--- config.mk ---
export PLATFORM = sky130hd
export DESIGN_NAME = rx_char_parser
export DESIGN_NICKNAME = d
export VERILOG_FILES = /design/src/rtl/rx_pkg.sv /design/src/rtl/rx_fifo.sv /design/src/rtl/rx_char_parser.sv
export SDC_FILE = /design/constraint.sdc
export NUM_CORES = 1
export LEC_CHECK = 0
export ABC_AREA = 0
export BUFFER_PORTS_ARGS = -buffer_cell sky130_fd_sc_hd__clkbuf_2
export CAP_MARGIN = 20
export CORE_AREA = 2 2 103 105
export DETAILED_ROUTE_END_ITERATION = 7
export DIE_AREA = 0 0 105 107
export GPL_TIMING_DRIVEN = 0
export HOLD_SLACK_MARGIN = 0.12
export PLACE_DENSITY = 0.72
export SLEW_MARGIN = 10
export SYNTH_ARGS = -nofsm -noshare
export SYNTH_HDL_FRONTEND = slang
export SYNTH_SLANG_ARGS = --single-unit
--- constraint.sdc ---
create_clock -name rxClk -period 2.75 [get_ports rxClk]
set_clock_uncertainty 0.15 [all_clocks]
set_input_delay 0.6875 -clock rxClk [delete_from_list [all_inputs] [get_ports rxClk]]
set_output_delay 0.6875 -clock rxClk [all_outputs]
set_load 0.05 [all_outputs]
--- src/rtl/rx_pkg.sv ---
// Shared definitions for the data-strobe receive front end: control-code
// values, FIFO marker entries and the character framing state set.
package rx_pkg;

    // Control codes as assembled from the two control bits, bit0 first.
    localparam logic [1:0] CTL_FCT = 2'd0;
    localparam logic [1:0] CTL_EOP = 2'd1;
    localparam logic [1:0] CTL_EEP = 2'd2;
    localparam logic [1:0] CTL_ESC = 2'd3;

    // FIFO entries for packet markers; N-chars are {1'b0, data}.
    localparam logic [8:0] Q_EOP = 9'h100;
    localparam logic [8:0] Q_EEP = 9'h101;

    // Each state names the bit most recently received. DATA0..DATA7 must
    // stay contiguous: the data path steps through them by increment.
    typedef enum logic [3:0] {
        ST_IDLE,
        ST_PAR,
        ST_FLAG,
        ST_CTL0,
        ST_CTL1,
        ST_DATA0,
        ST_DATA1,
        ST_DATA2,
        ST_DATA3,
        ST_DATA4,
        ST_DATA5,
        ST_DATA6,
        ST_DATA7,
        ST_HALT
    } rx_state_e;

endpackage

--- src/rtl/rx_fifo.sv ---
// Synchronous FIFO with a push/full write side and a pop/valid read side.
// A push while full is accepted only when a pop happens in the same cycle;
// a pop while empty is ignored, so a push into an empty FIFO always lands.
module rx_fifo #(
    parameter int unsigned WIDTH = 9,
    parameter int unsigned DEPTH = 8
) (
    input  logic             clk_i,
    input  logic             rst_i,
    input  logic             push_i,
    input  logic [WIDTH-1:0] data_i,
    output logic             full_o,
    input  logic             pop_i,
    output logic             valid_o,
    output logic [WIDTH-1:0] q_o
);

    localparam int unsigned AW = $clog2(DEPTH);
    localparam int unsigned CW = AW + 1;

    logic [WIDTH-1:0] mem_q [DEPTH];
    logic [AW-1:0]    wr_ptr_q;
    logic [AW-1:0]    rd_ptr_q;
    logic [CW-1:0]    count_q;
    logic             do_push;
    logic             do_pop;

    assign valid_o = (count_q != '0);
    assign full_o  = (count_q == CW'(DEPTH));
    assign do_pop  = pop_i && valid_o;
    assign do_push = push_i && (!full_o || do_pop);
    assign q_o     = valid_o ? mem_q[rd_ptr_q] : '0;

    // Pointer and occupancy bookkeeping; pointers wrap naturally at DEPTH.
    always_ff @(posedge clk_i) begin
        if (rst_i) begin
            wr_ptr_q <= '0;
            rd_ptr_q <= '0;
            count_q  <= '0;
        end else begin
            if (do_push) begin
                wr_ptr_q <= wr_ptr_q + AW'(1);
            end
            if (do_pop) begin
                rd_ptr_q <= rd_ptr_q + AW'(1);
            end
            count_q <= count_q + CW'(do_push) - CW'(do_pop);
        end
    end

    // Storage write; contents need no reset because valid_o gates the head.
    always_ff @(posedge clk_i) begin
        if (do_push) begin
            mem_q[wr_ptr_q] <= data_i;
        end
    end

endmodule

--- src/rtl/rx_char_parser.sv ---
// Data-strobe receive front end: recovers bits from d/s, frames characters
// LSB first, checks odd parity, detects NULL / escape errors / disconnect and
// queues N-chars plus EOP/EEP markers in a FIFO drained by valid/ready.
// Optional feature macro: RX_TIMECODE_EN adds tick/timeOut for time-codes.
module rx_char_parser
    import rx_pkg::*;
#(
    parameter int unsigned FIFO_DEPTH  = 8,
    parameter int unsigned DISC_CYCLES = 64,
    parameter int unsigned DISC_W      = 8
) (
    input  logic       rxClk,
    input  logic       rxReset,
    input  logic       d,
    input  logic       s,
    output logic [8:0] q,
    output logic       qValid,
    input  logic       qReady,
    output logic       fct,
    output logic       gotNull,
    output logic       parityError,
    output logic       escError,
    output logic       disconnect,
    output logic       overflow
`ifdef RX_TIMECODE_EN
    ,
    output logic       tick,
    output logic [7:0] timeOut
`endif
);

    logic [1:0]        ds_q;
    rx_state_e         state_q,    state_d;
    logic              par_q,      par_d;
    logic              flag_q,     flag_d;
    logic              ctl0_q,     ctl0_d;
    logic [6:0]        data_q,     data_d;
    logic              acc_q,      acc_d;
    logic              prev_par_q, prev_par_d;
    logic              esc_q,      esc_d;
    logic [DISC_W-1:0] disc_cnt_q, disc_cnt_d;
    logic              null_q,     null_d;
    logic              par_err_q,  par_err_d;
    logic              esc_err_q,  esc_err_d;
    logic              disc_q,     disc_d;
    logic              ovf_q,      ovf_d;
    logic              ev_push_q,  ev_push_d;
    logic              ev_fct_q,   ev_fct_d;
    logic [8:0]        ev_data_q,  ev_data_d;
    logic              fct_q;
`ifdef RX_TIMECODE_EN
    logic              ev_tick_q,  ev_tick_d;
    logic              tick_q;
    logic [7:0]        tc_q;
`endif

    logic              ds_edge;
    logic              bit_w;
    logic [1:0]        code_w;
    logic [7:0]        byte_w;
    logic              fifo_full;
    logic              fifo_valid;
    logic              fifo_pop;

    assign ds_edge  = ({d, s} != ds_q);
    assign bit_w    = d;
    assign code_w   = {bit_w, ctl0_q};
    assign byte_w   = {bit_w, data_q};
    assign fifo_pop = fifo_valid && qReady;

    // Framing, parity, escape and disconnect decisions; character-level
    // actions are registered here and applied one cycle later.
    always_comb begin
        state_d    = state_q;
        par_d      = par_q;
        flag_d     = flag_q;
        ctl0_d     = ctl0_q;
        data_d     = data_q;
        acc_d      = acc_q;
        prev_par_d = prev_par_q;
        esc_d      = esc_q;
        disc_cnt_d = disc_cnt_q;
        null_d     = null_q;
        par_err_d  = par_err_q;
        esc_err_d  = esc_err_q;
        disc_d     = disc_q;
        ev_push_d  = 1'b0;
        ev_fct_d   = 1'b0;
        ev_data_d  = '0;
`ifdef RX_TIMECODE_EN
        ev_tick_d  = 1'b0;
`endif
        ovf_d      = ovf_q | (ev_push_q & fifo_full & ~fifo_pop);

        if (state_q != ST_IDLE && state_q != ST_HALT) begin
            if (ds_edge) begin
                disc_cnt_d = '0;
            end else begin
                disc_cnt_d = disc_cnt_q + DISC_W'(1);
                if (disc_cnt_d == DISC_W'(DISC_CYCLES)) begin
                    disc_d  = 1'b1;
                    state_d = ST_HALT;
                end
            end
        end

        if (ds_edge) begin
            unique case (state_q)
                ST_IDLE, ST_CTL1, ST_DATA7: begin
                    par_d   = bit_w;
                    acc_d   = 1'b0;
                    state_d = ST_PAR;
                end
                ST_PAR: begin
                    flag_d = bit_w;
                    if ((prev_par_q ^ par_q ^ bit_w) == 1'b0) begin
                        par_err_d = 1'b1;
                        state_d   = ST_HALT;
                    end else begin
                        state_d = ST_FLAG;
                    end
                end
                ST_FLAG: begin
                    acc_d = bit_w;
                    if (flag_q) begin
                        ctl0_d  = bit_w;
                        state_d = ST_CTL0;
                    end else begin
                        data_d  = {bit_w, data_q[6:1]};
                        state_d = ST_DATA0;
                    end
                end
                ST_CTL0: begin
                    prev_par_d = acc_q ^ bit_w;
                    state_d    = ST_CTL1;
                    if (esc_q) begin
                        esc_d = 1'b0;
                        if (code_w == CTL_FCT) begin
                            null_d = 1'b1;
                        end else begin
                            esc_err_d = 1'b1;
                            state_d   = ST_HALT;
                        end
                    end else begin
                        unique case (code_w)
                            CTL_ESC: esc_d = 1'b1;
                            CTL_FCT: ev_fct_d = null_q;
                            CTL_EOP: begin
                                ev_push_d = null_q;
                                ev_data_d = Q_EOP;
                            end
                            default: begin
                                ev_push_d = null_q;
                                ev_data_d = Q_EEP;
                            end
                        endcase
                    end
                end
                ST_DATA0, ST_DATA1, ST_DATA2,
                ST_DATA3, ST_DATA4, ST_DATA5: begin
                    data_d  = {bit_w, data_q[6:1]};
                    acc_d   = acc_q ^ bit_w;
                    state_d = rx_state_e'(state_q + 4'd1);
                end
                ST_DATA6: begin
                    prev_par_d = acc_q ^ bit_w;
                    state_d    = ST_DATA7;
                    if (esc_q) begin
                        esc_d = 1'b0;
`ifdef RX_TIMECODE_EN
                        ev_tick_d = null_q;
                        ev_data_d = {1'b0, byte_w};
`endif
                    end else begin
                        ev_push_d = null_q;
                        ev_data_d = {1'b0, byte_w};
                    end
                end
                default: begin
                end
            endcase
        end
    end

    // Parser and flag registers plus the one-cycle action stage.
    always_ff @(posedge rxClk) begin
        if (rxReset) begin
            ds_q       <= 2'b00;
            state_q    <= ST_IDLE;
            par_q      <= 1'b0;
            flag_q     <= 1'b0;
            ctl0_q     <= 1'b0;
            data_q     <= '0;
            acc_q      <= 1'b0;
            prev_par_q <= 1'b0;
            esc_q      <= 1'b0;
            disc_cnt_q <= '0;
            null_q     <= 1'b0;
            par_err_q  <= 1'b0;
            esc_err_q  <= 1'b0;
            disc_q     <= 1'b0;
            ovf_q      <= 1'b0;
            ev_push_q  <= 1'b0;
            ev_fct_q   <= 1'b0;
            ev_data_q  <= '0;
            fct_q      <= 1'b0;
        end else begin
            ds_q       <= {d, s};
            state_q    <= state_d;
            par_q      <= par_d;
            flag_q     <= flag_d;
            ctl0_q     <= ctl0_d;
            data_q     <= data_d;
            acc_q      <= acc_d;
            prev_par_q <= prev_par_d;
            esc_q      <= esc_d;
            disc_cnt_q <= disc_cnt_d;
            null_q     <= null_d;
            par_err_q  <= par_err_d;
            esc_err_q  <= esc_err_d;
            disc_q     <= disc_d;
            ovf_q      <= ovf_d;
            ev_push_q  <= ev_push_d;
            ev_fct_q   <= ev_fct_d;
            ev_data_q  <= ev_data_d;
            fct_q      <= ev_fct_q;
        end
    end

`ifdef RX_TIMECODE_EN
    // Time-code delivery, aligned with the FCT pulse timing.
    always_ff @(posedge rxClk) begin
        if (rxReset) begin
            ev_tick_q <= 1'b0;
            tick_q    <= 1'b0;
            tc_q      <= '0;
        end else begin
            ev_tick_q <= ev_tick_d;
            tick_q    <= ev_tick_q;
            if (ev_tick_q) begin
                tc_q <= ev_data_q[7:0];
            end
        end
    end

    assign tick    = tick_q;
    assign timeOut = tc_q;
`endif

    rx_fifo #(
        .WIDTH(9),
        .DEPTH(FIFO_DEPTH)
    ) u_fifo (
        .clk_i  (rxClk),
        .rst_i  (rxReset),
        .push_i (ev_push_q),
        .data_i (ev_data_q),
        .full_o (fifo_full),
        .pop_i  (fifo_pop),
        .valid_o(fifo_valid),
        .q_o    (q)
    );

    assign qValid      = fifo_valid;
    assign fct         = fct_q;
    assign gotNull     = null_q;
    assign parityError = par_err_q;
    assign escError    = esc_err_q;
    assign disconnect  = disc_q;
    assign overflow    = ovf_q;

endmodule

# [After elaboration in Yosys (flattened, before gate mapping)]
# Memory sizes are Yosys's and may differ from the RTL's. A register that Yosys moved wholly into a read port is not among the register bits.
# Index checks and enable logic that the tools add are counted.
[word_totals] n_memories=1 input_bits=5 mem_bits_rw=72 output_inout_bits=16 register_bits=54
[memory_table] name="u_fifo.mem_q" depth=8 width=9 rd=1 rd_ports_with_merged_regs=1 write_ports=1 line_no="rx_fifo.sv:21" text="logic [WIDTH-1:0] mem_q [DEPTH];"
[op_classes] n_reduce_logical=30 addsub=6 n_mux=29 n_bitwise=11 eq_ne=19
[ops] op="case mux 9 bit (2 select lines)" n=2
[ops] op="2-to-1 mux 4 bit" n=7
[ops] op="== test 4 bit, second input constant" n=6
[ops] op="case mux 4 bit (6 select lines)" n=1
[ops] op="2-to-1 mux 9 bit" n=2
[ops] op="== test 4 x 3 -> 1 bit, second input constant" n=4
[ops] op="2-to-1 mux 8 bit" n=2
[ops] op="case mux 7 bit (2 select lines)" n=1
[ops] op="AND reduction 3 bit" n=4
[ops] op="AND reduction 2 bit" n=5
[ops] op="2-to-1 mux 3 bit" n=3
[ops] op="adder 8 x 1 -> 8 bit, second input constant" n=1
[ops] op="== test 4 x 2 -> 1 bit, second input constant" n=2
[ops] op="== test 8 x 7 -> 1 bit, second input constant" n=1
[ops] op="AND reduction 4 bit" n=2
[ops] op="nonzero test 4 bit" n=2
[ops] op="2-to-1 mux 1 bit" n=7
[ops] op="2-to-1 mux 7 bit" n=1
[ops] op="adder 3 x 1 -> 3 bit, second input constant" n=2
[ops] op="OR reduction 2 bit" n=3
[ops] op="OR reduction 6 bit" n=1
[ops] op="inverter 1 bit" n=5
[ops] op="OR reduction 5 bit" n=1
[ops] op="adder 4 x 1 -> 4 bit" n=1
[ops] op="other kinds (21)" n=29

# [Longest topological paths before layout]
[depth] word_depth=7 ltp_mapped=14 ltp_nobuf=13

# [Modules after synthesis]
# A second synthesis with hierarchy kept.
[unflattened] cells_unflattened=429 hier_area_um2=5554.1
[modules_own_cells] module="rx_fifo" cells_each=189 seq_area_each_um2=2422.3 n_inst=1 area_per_inst_um2=3415.8
[modules_own_cells] module="rx_char_parser" cells_each=240 seq_area_each_um2=880.8 n_inst=1 area_per_inst_um2=2138.3

# [Least setup slack after synthesis]
# OpenSTA, ideal clock, no wires.
[synth_timing] path_kind="reg2reg" startpoint="reg u_fifo.count_q[2]" endpoint="reg u_fifo.count_q[2]" arrival_time_ns=2.490 synth_period_minus_slack_ns=2.768 path_slack_ns=-0.018 setup_time_ns=0.128 path_stages_with_launch=14 n_path_buf=1 path_cell_list="dfxtp_1 > inv_1 > ha_1 > and2_1 > clkbuf_1 > inv_1 > nand2_1 > inv_1 > ha_1 > inv_1 > ha_1 > fa_1 > xnor2_1 > nor2_1"
[synth_between] elab_chain_cells=7
[synth_rtl] element="start, declared" line_no="rx_fifo.sv:24" text="logic [CW-1:0] count_q;"
[synth_rtl] element="start signal, assigned" line_no="rx_fifo.sv:47" text="count_q <= count_q + CW'(do_push) - CW'(do_pop);"
[synth_rtl] element="nonzero test 4 bit (*)" line_no="rx_fifo.sv:28" text="assign valid_o = (count_q != '0);"
[synth_rtl] element="via qValid" line_no="rx_char_parser.sv:17" text="output logic qValid,"
[synth_rtl] element="logical AND 1 bit" line_no="rx_char_parser.sv:69" text="assign fifo_pop = fifo_valid && qReady;"
[synth_rtl] element="logical AND 1 bit (*)" line_no="rx_fifo.sv:30" text="assign do_pop = pop_i && valid_o;"
[synth_rtl] element="via u_fifo.do_pop" line_no="rx_fifo.sv:26" text="logic do_pop;"
[synth_rtl] element="logical OR 1 bit" line_no="rx_fifo.sv:31" text="assign do_push = push_i && (!full_o || do_pop);"
[synth_rtl] element="logical AND 1 bit" line_no="rx_fifo.sv:31"
[synth_rtl] element="adder 4 x 1 -> 4 bit" line_no="rx_fifo.sv:47"
[synth_rtl] element="subtractor 4 x 1 -> 4 bit (*)" line_no="rx_fifo.sv:47"
# The timed path passes the listed nets; every way through them passes the cells marked *.
# A chain may end at the register's enable or synchronous reset.

==> summary.md <==
| Metric | Value |
|---|---|
| Mapped Nets | 456 |
| Internal | 4567 uW |
| Power per cell area | 1053 mW/mm2 |
| Slew of the pin with the lowest slew margin | 812.7 ps |
| Area leader, netlist | edfxtp_1 |
| Synth warn | 0 |
| Nature of the critical path startpoint | flop |
| Clock power frac | 31.5% |
| Hold WC Path Type | input pin to flop |
| Most frequent cells in the layout | edfxtp_1 (72), nor2_1 (55), dfxtp_1 (55), mux2i_1 (19), mux4_2 (18) |
| Post-Syn Area per Cell | 12.69 um2 |
| CTS clock-pin slew for the worst setup and hold paths | 60 ps |
| H-tree depth | 4 |
| Logic gate share of total power | 36.7% |
| Post-Synth XOR/XNOR Area | 2.164% |
| Synth area leaders | edfxtp_1 (39%), dfxtp_1 (21%), mux4_2 (7.4%) |
| DRC errors left | 0 |
| Depth of the worst register-to-register path | 13 |
| Fill count | 752 |
| PortBufs | 19 |
| Die area | 0.01124 mm2 |
| Netlist cell types | 55 |
| Fin crit share | 105.5% |
| WL final | 11400 um |
| Failing checks | negative setup slack |
| # diodes | 0 |
| Global-route wire length before repair | 18560 um |
| Crit-path leading delay family | multiplexers |
| Clock Sinks | 129 |
| Die H | 107 um |
| Final Wtd Congestion | 0.8675 |
| Total GRT Usage | 22.03% |
| Remaining antenna violation count after routing | 0 |
| TritonCTS clock tree | done |
| Initial DRC count | 179 |
| Status | finished, violations left |
| Gate Count Post-Synth | 433 |
| Total gr overflow | 0 |
| Hold Crit Start | s |
| Final Hold Viols | 0 |
| Crit end category | output port |
| Tot Pwr | 6971 uW |
| CP max FO | 6 |
| Area grow syn2layout | 20.48% |
| Hold_ws | 271.7 ps |
| Core region area | 0.01009 mm2 |
| CP max stage delay | 510 ps |
| Slew margin rel. | 45.82% |
| Flop pwr share | 31.8% |
| Via count | 3508 |
| Largest net degree at the start of global routing | 17 |
| Worst-Skew Late Latency | 510 ps |
| Worst vdd ir | 0.5770 mV |
| Mapped cell area | 0.005493 mm2 |
| Critical Path RT | 1910 ps |
| Leading cell type in the layout, fill and taps excluded | edfxtp_1 |
| RSZ-0062 raised after global routing | yes |
| Synth Area in Simple Gates | 12.21% |
| Fmax | 344.8 MHz |
| Fraction of layout cells with a size suffix above 1 | 21.06% |
| Die W | 105 um |
| Top_reg_cell synth | edfxtp_1 |
| Mux contribution to synthesized area | 11.03% |
| R2r startpoint | u_fifo.count_q[2] |
| MaxCap Viol Count | 0 |
| Final #Nets | 499 |
| Setup WS post-layout | -150.0 ps |
| Post-CTS Hold Buffers | 0 |
| Max clock buf depth | 2 |
| CP Cell Sequence | buf_8 > buf_12 > mux4_2 > mux2i_1 > nor2_1 > clkbuf_8 |
| R2R setup slack | 200 ps |
| Via density | 5.613 |
| Site Rows | 37 |
| Routed WL per cell | 18.24 um |
| Initial antenna violation count | 0 |
| Worst setup path class | flop to output port |
| Static leakage | 0.002421 uW |
| CTS root buf | clkbuf_8 |
| Ports | 21 |
| EDFF count, synth | 72 |
| CTS Buf Count | 17 |
| Synth Area in Compound Gates | 7.426% |
| Main combinational cell family by area after synthesis | simple AND/OR/NAND/NOR gates |
| Synth Area in Adders | 4.237% |
| Worst hold path depth | 2 |
| Final Max Tran Viols | 0 |
| Starting Density | 54.43% |
| Final count of negative-setup-slack endpoints | 9 |
| Ys async rst share | 0% |
| Seq/Total Area, Yosys | 60.14% |
| Levels on crit path | 6 |
| Yosys top cell area share | 39.36% |
| Slowest stage cell, crit path | mux4_2 |
| DP HPWL | 7188 um |
| Seq cells post-synth | 129 |
| CP arrival | 2060 ps |
| Endpoint with the worst hold slack | ds_q[0] |
| Tmin final | 2900 ps |
| RR Endpoint | u_fifo.count_q[2] |
| Sw Pwr | 2405 uW |
| Vias in the first global route | 3606 |
| Bufs and invs on worst path | 3 |
| TritonRoute pass-1 iters | 4 |
| Sw frac | 34.49% |
registers in the layout, indices dropped and copies added (netlist names), 3 cells and up, named ones only:
signal	flops
u_fifo.mem_q	72
ev_data_q	9
disc_cnt_q	8
data_q	7
state_q	4
u_fifo.count_q	4
u_fifo.rd_ptr_q	3
u_fifo.wr_ptr_q	3
Yosys cell counts (7+ instances only):
library cell and instances:
edfxtp_1 72, nor2_1 65, dfxtp_1 57, mux2i_1 20
mux4_2 18, ha_1 17, nand2_1 17, a21oi_1 16
inv_1 16, clkbuf_1 13, o21ai_0 12, and2_1 9
a31oi_1 8, nand2b_1 7, nor2b_1 7
how the worst max path moves through the flow:
stage            from            endpoint  slack (ps)
2_1_floorplan    flop                q[2]          -4
3_3_place_gp   qReady  u_fifo.mem_q[1][2]        -690
4_1_cts          flop                q[4]        -180
6_report         flop                q[4]        -150
3_5_place_dp     flop                q[8]        -380
5_1_grt          flop                q[2]        -230
layer usage:
metal  share of wire [%]  track usage, %  routed length, um  up-vias
met5                   0               0                  0        -
met2                  54           39.15               6109       82
met1                  41           25.62               4668     1738
met4                 1.5           10.67                174        0
li1                    -               -                  -     1673
met3                 3.9           4.316                448       15
stage by stage:
stage	utilization [%]	cells	TNS (ps)	instance area, um2	worst slack, ps
after floorplan	-	433	-21.93	5505	-3.655
after global placement	57.18	588	-23190	5771	-691.2
after detailed placement	57.43	590	-15690	5796	-381.8
after CTS	65.14	624	-1291	6574	-178.8
after global routing	65.57	625	-1841	6618	-231.6
final	65.57	625	-1027	6618	-150.0
what timing repair did:
action / in CTS / in global routing
gates cloned: 1 / 0
resized for setup: 40 / 8
buffers inserted: 2 / 1
pin swaps: 2 / 5
endpoints found under the setup margin: 58 / 73
power by group through the flow:
| stage | Combinational, uW | Sequential [uW] | Clock, uW |
|---|---|---|---|
| 2_1_floorplan | 1730 | 2230 | 0 |
| 6_report | 2560 | 2210 | 2200 |
| 3_5_place_dp | 2150 | 2230 | 0 |
| 5_1_grt | 2780 | 2230 | 2300 |
| 3_3_place_gp | 2110 | 2220 | 0 |
| 4_1_cts | 2480 | 2210 | 2220 |
cells by family after synthesis:
| family | count (synthesis) |
|---|---|
| and+or+nand+nor | 138 |
| buffers and inverters | 38 |
| DFF | 129 |
| AOI/OAI and AO/OA | 60 |
| muxes | 38 |
| adders and majority gates | 18 |
| xor gates and xnor gates | 12 |
worst reg2reg max path, stage by stage, from the launching register on:
cell and delay (ps):
dfxtp_1 300, inv_1 100, ha_1 170, and2_1 130
buf_6 170, clkinvlp_4 140, nand2_2 110, inv_1 50
ha_1 260, inv_1 40, ha_1 210, fa_1 380
xnor2_1 170, nor2_1 50
cell type report:
type / instances / area [um2] / area share (%)
Buffer: 21 / 132.6 / 2.004
Multi-Input combinational cell: 266 / 2090 / 31.57
Sequential cell: 129 / 3306 / 49.95
Clock inverter: 15 / 171.4 / 2.590
Tap cell: 136 / 170.2 / 2.571
Timing Repair Buffer: 25 / 270.3 / 4.084
Inverter: 16 / 63.81 / 0.9643
Clock buffer: 17 / 414.1 / 6.258
Note: power is estimated with default switching activity, not from simulation.
